## src/rtl/spi_target.sv

```systemverilog
// SPI mode-0 target that turns write bursts into register-file load strobes
// and serves reads from an internal mirror of everything it has written.
module spi_target #(
    parameter int SYNC_STAGES = 2
) (
    input  logic       clk,
    input  logic       n_rst,
    input  logic       s_sclk,
    input  logic       s_cs,
    input  logic       s_mosi,
    output logic       s_miso,
    output logic       load,
    output logic [2:0] addr,
    output logic [7:0] data
);

    typedef enum logic [1:0] {IDLE, CMD, WR, RD} state_t;

    state_t                 state_q, state_d;
    logic [SYNC_STAGES-1:0] sclkSync_q, csSync_q, mosiSync_q;
    logic                   sclkPrev_q, csPrev_q;
    logic [2:0]             cnt_q, cnt_d;
    logic [7:0]             rx_q, rx_d;
    logic [7:0]             tx_q, tx_d;
    logic [2:0]             ptr_q, ptr_d;
    logic                   miso_q, miso_d;
    logic                   load_q, load_d;
    logic [2:0]             addr_q, addr_d;
    logic [7:0]             data_q, data_d;
    logic [7:0]             mirror_q [8];
    logic                   memWe;

    logic       sclk, cs, mosi;
    logic       sclkRise, sclkFall, csFall, byteDone;
    logic [7:0] rxByte;

    // Synchronizers idle at the bus rest levels so reset looks like "not selected".
    always_ff @(posedge clk or negedge n_rst) begin
        if (!n_rst) begin
            sclkSync_q <= '0;
            csSync_q   <= '1;
            mosiSync_q <= '0;
            sclkPrev_q <= 1'b0;
            csPrev_q   <= 1'b1;
        end else begin
            sclkSync_q <= {sclkSync_q[SYNC_STAGES-2:0], s_sclk};
            csSync_q   <= {csSync_q[SYNC_STAGES-2:0], s_cs};
            mosiSync_q <= {mosiSync_q[SYNC_STAGES-2:0], s_mosi};
            sclkPrev_q <= sclkSync_q[SYNC_STAGES-1];
            csPrev_q   <= csSync_q[SYNC_STAGES-1];
        end
    end

    assign sclk     = sclkSync_q[SYNC_STAGES-1];
    assign cs       = csSync_q[SYNC_STAGES-1];
    assign mosi     = mosiSync_q[SYNC_STAGES-1];
    assign sclkRise = sclk & ~sclkPrev_q;
    assign sclkFall = ~sclk & sclkPrev_q;
    assign csFall   = ~cs & csPrev_q;
    assign rxByte   = {rx_q[6:0], mosi};
    assign byteDone = ~cs & sclkRise & (cnt_q == 3'd7) & (state_q != IDLE);

    always_ff @(posedge clk or negedge n_rst) begin
        if (!n_rst) begin
            state_q <= IDLE;
        end else begin
            state_q <= state_d;
        end
    end

    always_comb begin
        state_d = state_q;
        if (cs) begin
            state_d = IDLE;
        end else begin
            case (state_q)
                IDLE:    if (csFall) state_d = CMD;
                CMD:     if (byteDone) state_d = rxByte[7] ? WR : RD;
                default: state_d = state_q;
            endcase
        end
    end

    // A deselected bus (cs high) always wins over a coincident sclk edge.
    always_comb begin
        cnt_d  = cnt_q;
        rx_d   = rx_q;
        tx_d   = tx_q;
        ptr_d  = ptr_q;
        miso_d = miso_q;
        load_d = 1'b0;
        addr_d = addr_q;
        data_d = data_q;
        memWe  = 1'b0;
        if (cs) begin
            cnt_d  = 3'd0;
            rx_d   = 8'h00;
            tx_d   = 8'h00;
            miso_d = 1'b0;
        end else if (state_q != IDLE) begin
            if (sclkRise) begin
                cnt_d = cnt_q + 3'd1;
                rx_d  = rxByte;
            end
            if (sclkFall) begin
                miso_d = tx_q[7];
                tx_d   = {tx_q[6:0], 1'b0};
            end
            if (byteDone) begin
                case (state_q)
                    CMD: begin
                        ptr_d = rxByte[2:0];
                        if (!rxByte[7]) begin
                            tx_d  = mirror_q[rxByte[2:0]];
                            ptr_d = rxByte[2:0] + 3'd1;
                        end
                    end
                    WR: begin
                        load_d = 1'b1;
                        addr_d = ptr_q;
                        data_d = rxByte;
                        memWe  = 1'b1;
                        ptr_d  = ptr_q + 3'd1;
                    end
                    RD: begin
                        tx_d  = mirror_q[ptr_q];
                        ptr_d = ptr_q + 3'd1;
                    end
                    default: ;
                endcase
            end
        end
    end

    always_ff @(posedge clk or negedge n_rst) begin
        if (!n_rst) begin
            cnt_q  <= 3'd0;
            rx_q   <= 8'h00;
            tx_q   <= 8'h00;
            ptr_q  <= 3'd0;
            miso_q <= 1'b0;
            load_q <= 1'b0;
            addr_q <= 3'd0;
            data_q <= 8'h00;
        end else begin
            cnt_q  <= cnt_d;
            rx_q   <= rx_d;
            tx_q   <= tx_d;
            ptr_q  <= ptr_d;
            miso_q <= miso_d;
            load_q <= load_d;
            addr_q <= addr_d;
            data_q <= data_d;
        end
    end

    always_ff @(posedge clk or negedge n_rst) begin
        if (!n_rst) begin
            for (int i = 0; i < 8; i++) mirror_q[i] <= 8'h00;
        end else if (memWe) begin
            mirror_q[ptr_q] <= rxByte;
        end
    end

    assign s_miso = miso_q & ~cs;
    assign load   = load_q;
    assign addr   = addr_q;
    assign data   = data_q;

endmodule

```

## config.mk

```make
export PLATFORM = sky130hd
export DESIGN_NAME = spi_target
export DESIGN_NICKNAME = d
export VERILOG_FILES = /design/src/rtl/spi_target.sv
export SDC_FILE = /design/constraint.sdc
export NUM_CORES = 1
export LEC_CHECK = 0
export ABC_AREA = 1
export CAP_MARGIN = 15
export CORE_MARGIN = 5
export CORE_UTILIZATION = 30
export DETAILED_ROUTE_END_ITERATION = 6
export SYNTH_ARGS = -nofsm -noshare
export SYNTH_HDL_FRONTEND = slang
export SYNTH_SLANG_ARGS = --single-unit
```

## constraint.sdc

```tcl
create_clock -name clk -period 4.6 [get_ports clk]
set_input_delay 1.15 -clock clk [delete_from_list [all_inputs] [get_ports clk]]
set_output_delay 1.15 -clock clk [all_outputs]
set_load 0.01 [all_outputs]
```

# Yosys cells after proc, flatten, opt, wreduce, memory -nomap -nowiden
# Index checks and enable logic that the tools add are counted.
op_classes:
  n_addsub: 3
  n_lt_le_gt_ge: 3
  n_eq_ne: 6
  n_mux: 35
  bitwise_logic: 12
  n_reduce_logical: 14
op_table:
  columns: ["cell", "count"]
  rows:
  - ["8-bit 2-to-1 mux", 10]
  - ["64-bit bitwise mux", 1]
  - ["8-bit binary-select mux with 3-bit select", 2]
  - ["8-bit demux with 3-bit select", 1]
  - ["7-bit 2-to-1 mux", 3]
  - ["8-bit one-hot mux with 2 select lines", 1]
  - ["3-bit 2-to-1 mux", 4]
  - ["2-bit nonzero test", 5]
  - ["3-bit by 1-bit adder with 3-bit output (second input constant)", 3]
  - ["4-bit greater-or-equal comparator (second input constant)", 2]
  - ["1-bit 2-to-1 mux", 8]
  - ["3-bit NOT with 4-bit output", 2]
  - ["4-bit AND reduction", 2]
  - ["1-bit AND", 7]
  - ["2-bit 2-to-1 mux", 3]
  - ["3-bit inequality test (second input constant)", 2]
  - ["3-bit one-hot mux with 2 select lines", 1]
  - ["2-bit == test (second input constant)", 2]
  - ["4-bit by 1-bit less-than comparator with 1-bit output (second input constant)", 1]
  - ["2-bit one-hot mux with 2 select lines", 1]
  - ["2-bit AND reduction", 2]
  - ["3-bit == test (second input constant)", 1]
  - ["1-bit NOT", 3]
  - ["3-bit AND reduction", 1]
  - ["5 further kinds", 5]
word_totals:
  reg_bits: 108
  inputBits: 5

# Depth between registers and ports, before layout
# Gate-level depths: netlist of the first run.
depth:
  depth_word: 9
  depth_mapped: 13
  mapped_depth_nobuf: 11

# Least setup slack after synthesis of the first run
# No wires, ideal clock.
synth_timing:
  kind: "register to output"
  from: "register csSync_q[1]"
  to: "output s_miso"
  arrival_time_ns: 0.665
  required_ns: 3.450
  slack_ns: 2.785
  path_stages_with_launch: 2
  cell_sequence: "dfstp_2 nor2_1"
synth_between:
  elab_chain_cells: 2
synth_rtl:
  columns: ["element", "line_no", "source"]
  rows:
  - ["from (decl)", "20", "logic [SYNC_STAGES-1:0] sclkSync_q, csSync_q, mosiSync_q;"]
  - ["from (signal assigned)", "47", "csSync_q <= {csSync_q[SYNC_STAGES-2:0], s_cs};"]
  - ["1-bit NOT (no line)", null, null]
  - ["1-bit AND", "165", "assign s_miso = miso_q & ~cs;"]
  - ["to (decl)", "11", "output logic s_miso,"]
# No other way between the ends.

# Final worst setup path of the first run
# Ends and elaborated chain as after synthesis.

==> results of run 1 <==
==> per-stage QoR <==
stage | instances | hold slack (ps)
3_3_place_gp | 905 | 337.4
4_1_cts | 920 | 354.9
2_1_floorplan | 688 | 331.2
3_5_place_dp | 905 | 341.8
5_1_grt | 920 | 367.3
6_report | 920 | 352.1
==> flip-flops by register name (all words and copies together) (netlist names), 2 cells and up <==
register / flops
rx_q: 7
tx_q: 8
addr: 3
ptr_q: 3
csSync_q: 2
data: 8
mirror_q: 64
cnt_q: 3
sclkSync_q: 2
mosiSync_q: 2
state_q: 2
==> synthesized netlist by cell type, drive strengths merged <==
| master | instances | area share, % |
|---|---|---|
| a32oi | 1 | 0.15 |
| clkinv | 2 | 0.15 |
| o22ai | 3 | 0.33 |
| inv | 60 | 4.0 |
| xor2 | 2 | 0.30 |
| nand4 | 4 | 0.43 |
| nor3 | 2 | 0.26 |
| a22oi | 7 | 0.91 |
| dfrtp | 105 | 46 |
| dfstp | 3 | 1.4 |
| a21oi | 24 | 2.1 |
| buf | 29 | 4.0 |
| ha | 4 | 0.87 |
| clkbuf | 10 | 0.65 |
| nand2 | 182 | 13 |
| nand3 | 48 | 4.4 |
| o21ai | 133 | 14 |
| nor2 | 41 | 3.9 |
| o211ai | 28 | 3.7 |
==> path summary, 6_finish.rpt <==
check,to,startpoint,cells after the start
min reg2reg,sclkSync_q[1],sclkSync_q[0],0
max in group asynchronous,mirror_q[2],n_rst,2
max reg2reg,tx_q[2],mosiSync_q[1],9
min,sclkSync_q[1],sclkSync_q[0],0
min in group asynchronous,addr[2],n_rst,2
max,s_miso,csSync_q[1],2
==> layout make-up <==
cell class                      count  area, sq um  area share, %
Sequential cell                   108         2706          42.98
Multi-Input combinational cell    479         2540          40.33
Tap cell                          234        292.8          4.649
Clock buffer                       14        274.0          4.351
Inverter                           62        236.5          3.755
Timing Repair Buffer               22        217.7          3.457
Clock inverter                      1        30.03         0.4769
==> critical path, stage by stage, from the launching register on <==
cell	delay (ps)
dfstp_2	610
nor2_1	70
clkdlybuf4s50_1	470
==> power groups by stage <==
stage | Clock (mW) | Combinational [mW] | Sequential [mW]
detailed placement | 0 | 0.281 | 1.03
global route | 0.857 | 0.316 | 1.01
CTS | 0.825 | 0.281 | 1.01
finish | 0.802 | 0.281 | 1.01
global placement | 0 | 0.278 | 1.03
floorplan | 0 | 0.217 | 1.01
==> cell families (layout without fill, tap and decap cells) <==
logic type | after synthesis | after routing
and+or+nand+nor | 277 | 277
AOI/OAI and AO/OA | 196 | 196
DFF | 108 | 108
buffers and inverters | 101 | 99
adders and majority gates | 4 | 4
xor gates and xnor gates | 2 | 2
==> routing by layer <==
layer	up-vias	wire [um]
met5	-	0
met3	29	772
met2	115	6946
met4	0	398
li1	2284	-
met1	2182	6843
==> layout by cell type, fill, tap and decap left out, drive strengths merged <==
master | Yosys | layout
clkdlybuf4s50 | 0 | 16
nand3 | 48 | 48
o22ai | 3 | 3
inv | 60 | 60
o21ai | 133 | 133
a22oi | 7 | 7
bufinv | 0 | 1
ha | 4 | 4
nor2 | 41 | 41
clkinv | 2 | 2
xor2 | 2 | 2
o211ai | 28 | 28
a21oi | 24 | 24
a32oi | 1 | 1
dfrtp | 105 | 105
nand2 | 182 | 182
buf | 29 | 6
nand4 | 4 | 4
clkbuf | 10 | 14
dfstp | 3 | 3
nor3 | 2 | 2
==> results.cfg, run 1 <==
[power]
p_per_area_nw_per_um2 = 332.1
p_int_mw = 1.514
swShare_pct = 27.60
p_total_mw = 2.091
leakage_nw = 2.798
pwr-share-comb_pct = 13.5
seqPwrFrac_pct = 48.2
vdd_ir_drop_max_mv = 0.1769
power_frac_clock_pct = 38.3
p_switching_mw = 0.5771

[routing]
postRouteAntennaNets = 0
drc = 0
dr.pass1.iters = 5
via_per_inst = 5.011
drt-initial-drc-count = 404
drt-wirelength-per-cell_um = 16.26
wirelength_mm = 14.96
via_count = 4610

[sta]
max_slew_margin_pct = 37.24
clock.fmax_mhz = 375.9
rsz0062_at_grt = no
post-route-period-util_pct = 57.83
worstMarginPinSlew_ps = 940.4
fin_ws_ps = 1940
report.final.hold_viol_count = 0
drv_slew = 0
finClkSkew_ps = 6.524
setup_tns_ps = 0
setup_viol = 0
finalCriticalPeriod_ps = 2660

[global_routing]
gr-usage-met2_pct = 22.14
overflow = 0
antenna_found_initial = 0
grt_usage_pct = 14.06
grt_pass1_wl_mm = 24.23
use_met3_pct = 3.138
grtUsageMet1_pct = 18.89
grt_max_degree = 109
busiest_layer = met2
grt_pass1_vias = 4392

[synthesis]
synth_fa_ha_area_share_pct = 0.8701
synth_area_sq_um = 5752
seq_area_frac_synth_pct = 47.05
synth_cell_types = 33
synth_seq_cells = 108
synth_top_family_by_area = simple AND/OR/NAND/NOR gates
yosys.area_share.simple_pct = 21.99
syn_inst = 688
synth_fp_nets = 697
synth.avg_cell_area_sq_um = 8.360
synth.mux.area_fraction_pct = 0
synth_compound_area_share_pct = 20.99
synthXorXnorAreaFrac_pct = 0.3045
yosys_warnings = 0

[clock_network]
cts_setup_buffers = 0
htreeDepth = 3
hold_buffers = 0
cts_resized = 0
cts_tree = done
cts_made_buffers = 9
clkLatencyLatePin_ps = 360
cts.sinks = 108
clkSlewWorstSetupHoldPaths_ps = 60
root_buffer = clkbuf_16
cts_buffer_depth = 2

[floorplanning]
ios = 18
rows = 50
floorplan.initialDensity_pct = 30.65
die_h_um = 148.5
core_area_sq_um = 18770
dieArea_sq_um = 22040
die_w_um = 148.5

[run]
drv_cap = 0

[final_layout]
finish.utilization_pct = 33.55
nets = 691
diodes = 0
drive_above_1_share_pct = 12.24
syn2layout_area_growth_pct = 9.484
fin_area_sq_um = 6297
fill_cells = 1974

[worst_setup_path]
cp_max_fo = 7
worstPathRequired_ps = 3450
start_kind = flip-flop
r2r_slack_ps = 2370
worstPathArrival_ps = 1510
criticalPathCategory = reg -> out
endpoint_kind = output pin

[placed_design]
dp_hpwl_mm = 9.780
post-place-ws_ps = 2306
place_congestion = 0.8684
io_buffers = 17
postPlaceCellArea_sq_um = 5993

[min_path]
holdCritPathClass = reg -> reg

[run_status]
status = finished clean
Note: power is estimated with default switching activity, not from simulation.
==> run 2: changes to the inputs <==
==> constraint.sdc (replaced) <==
create_clock -name clk -period 2.5 [get_ports clk]
set_input_delay 0.625 -clock clk [delete_from_list [all_inputs] [get_ports clk]]
set_output_delay 0.625 -clock clk [all_outputs]
set_load 0.01 [all_outputs]
==> results.cfg, run 2 (same netlist as run 1, synthesis figures left out) <==
[worst_setup_path]
worstPathCellList = nor2_1, clkdlybuf4s50_1
worstPathArrival_ps = 1540
path_buf_inv = 1
r2r_slack_ps = 540
crit_slowest_cell = dfstp_2
worstPathRequired_ps = 1880
start_kind = flip-flop
criticalPathCategory = reg -> out
cpPeakStageDelay_ps = 630
endpoint_kind = output pin
crit_family = flip-flops
cp_max_fo = 7

[sta]
report.final.hold_viol_count = 0
drv_slew = 0
fin_ws_ps = 336.6
worstMarginPinSlew_ps = 639.3
setup_viol = 0
rsz0062_at_grt = no
clock.fmax_mhz = 462.2
finClkSkew_ps = 5.416
finalCriticalPeriod_ps = 2163
fin_hold_ws_ps = 352.6
post-route-period-util_pct = 86.54
max_slew_margin_pct = 57.33
setup_tns_ps = 0

[clock_network]
cts_made_buffers = 9
clkSlewWorstSetupHoldPaths_ps = 60
cts_tree = done
root_buffer = clkbuf_16
cts_buffer_depth = 2
cts_setup_buffers = 0
cts.sinks = 108
htreeDepth = 3
clkLatencyLatePin_ps = 350
cts_resized = 0
hold_buffers = 0

[global_routing]
antenna_found_initial = 0
overflow = 0
grt_pass1_vias = 4414
grt_max_degree = 109
grt_usage_pct = 14.34
grt_pass1_wl_mm = 24.74

[routing]
drc = 0
postRouteAntennaNets = 0
wirelength_mm = 15.12
dr.pass1.iters = 5
via_per_inst = 4.997
via_count = 4642
drt-initial-drc-count = 417
drt-wirelength-per-cell_um = 16.27

[final_layout]
regMostFlops = mirror_q
syn2layout_area_growth_pct = 10.09
largest_reg_flops = 64
nets = 700
layout_commonest_cell = nand2_1
fill_cells = 1953
finish.utilization_pct = 33.74
diodes = 0
fin_cells = 929
mostFrequentLayoutCells = 173 x nand2_1, 105 x dfrtp_1, 63 x o21ai_0
drive_above_1_share_pct = 13.24

[floorplanning]
core_area_sq_um = 18770
dieArea_sq_um = 22040
floorplan.initialDensity_pct = 30.65
die_h_um = 148.5
rows = 50
die_w_um = 148.5
ios = 18

[power]
vdd_ir_drop_max_mv = 0.3080
p_int_mw = 2.666
power_frac_clock_pct = 36.1
pwr-share-comb_pct = 13.8
swShare_pct = 28.11
p_switching_mw = 1.042
seqPwrFrac_pct = 50.2
leakage_nw = 2.818
p_per_area_nw_per_um2 = 585.6

[run_status]
status = finished clean

[placed_design]
dpl.cell_count = 914
place_congestion = 0.8866
io_buffers = 17
dp_hpwl_mm = 10.55
post-place-ws_ps = 548.7

[min_path]
holdCritPathClass = in -> async

[run]
drv_cap = 0
-- run 2: final cells by class --
class / instances / area [sq um] / share of cell area (%)
tap: 234 / 292.8 / 4.624
multi-input combinational: 479 / 2540 / 40.11
clock inverter: 1 / 7.507 / 0.1186
clock buffer: 14 / 264.0 / 4.169
sequential: 108 / 2706 / 42.74
inverter: 62 / 236.5 / 3.734
timing repair buffer: 31 / 285.3 / 4.505
-- run 2: final timing paths --
check	startpoint	endpoint	depth (start not counted)
hold / removal	n_rst	addr[0]	2
max in group asynchronous	n_rst	mirror_q[48]	2
setup reg to reg	ptr_q[2]	tx_q[0]	8
min in group clk	sclkSync_q[0]	sclkSync_q[1]	0
setup / recovery	csSync_q[1]	s_miso	2
hold reg to reg	sclkSync_q[0]	sclkSync_q[1]	0
-- run 2: per-layer routing --
metal / vias to the layer above / track usage [%] / wire length (um)
li1: 2295 / - / -
met1: 2229 / 20.99 / 7384
met2: 102 / 21.05 / 6790
met3: 16 / 3.473 / 686
met4: 0 / 4.065 / 257
met5: - / 0 / 0
-- run 2: power by group through the flow --
stage	logic, mW	registers, mW	clock network [mW]
after floorplan	0.399	1.85	0
after global placement	0.509	1.89	0
after detailed placement	0.509	1.89	0
after CTS	0.511	1.86	1.38
after global routing	0.580	1.86	1.44
final	0.510	1.86	1.34
-- run 2: stage by stage --
stage / power (mW) / cell area [sq um]
2_1_floorplan: 2.250 / 5752
5_1_grt: 3.889 / 6332
3_5_place_dp: 2.400 / 6061
4_1_cts: 3.746 / 6332
3_3_place_gp: 2.398 / 6061
6_report: 3.708 / 6332
==> run 3: changes to the inputs <==
--- a/config.mk
+++ b/config.mk
@@ -9,6 +9,7 @@
 export CAP_MARGIN = 15
 export CORE_MARGIN = 5
 export CORE_UTILIZATION = 30
+export CTS_CLUSTER_DIAMETER = 200
 export DETAILED_ROUTE_END_ITERATION = 6
 export SYNTH_ARGS = -nofsm -noshare
 export SYNTH_HDL_FRONTEND = slang
==> results of run 3 <==
Same layout as run 2: the final DEF is identical, and so are final timing and power.
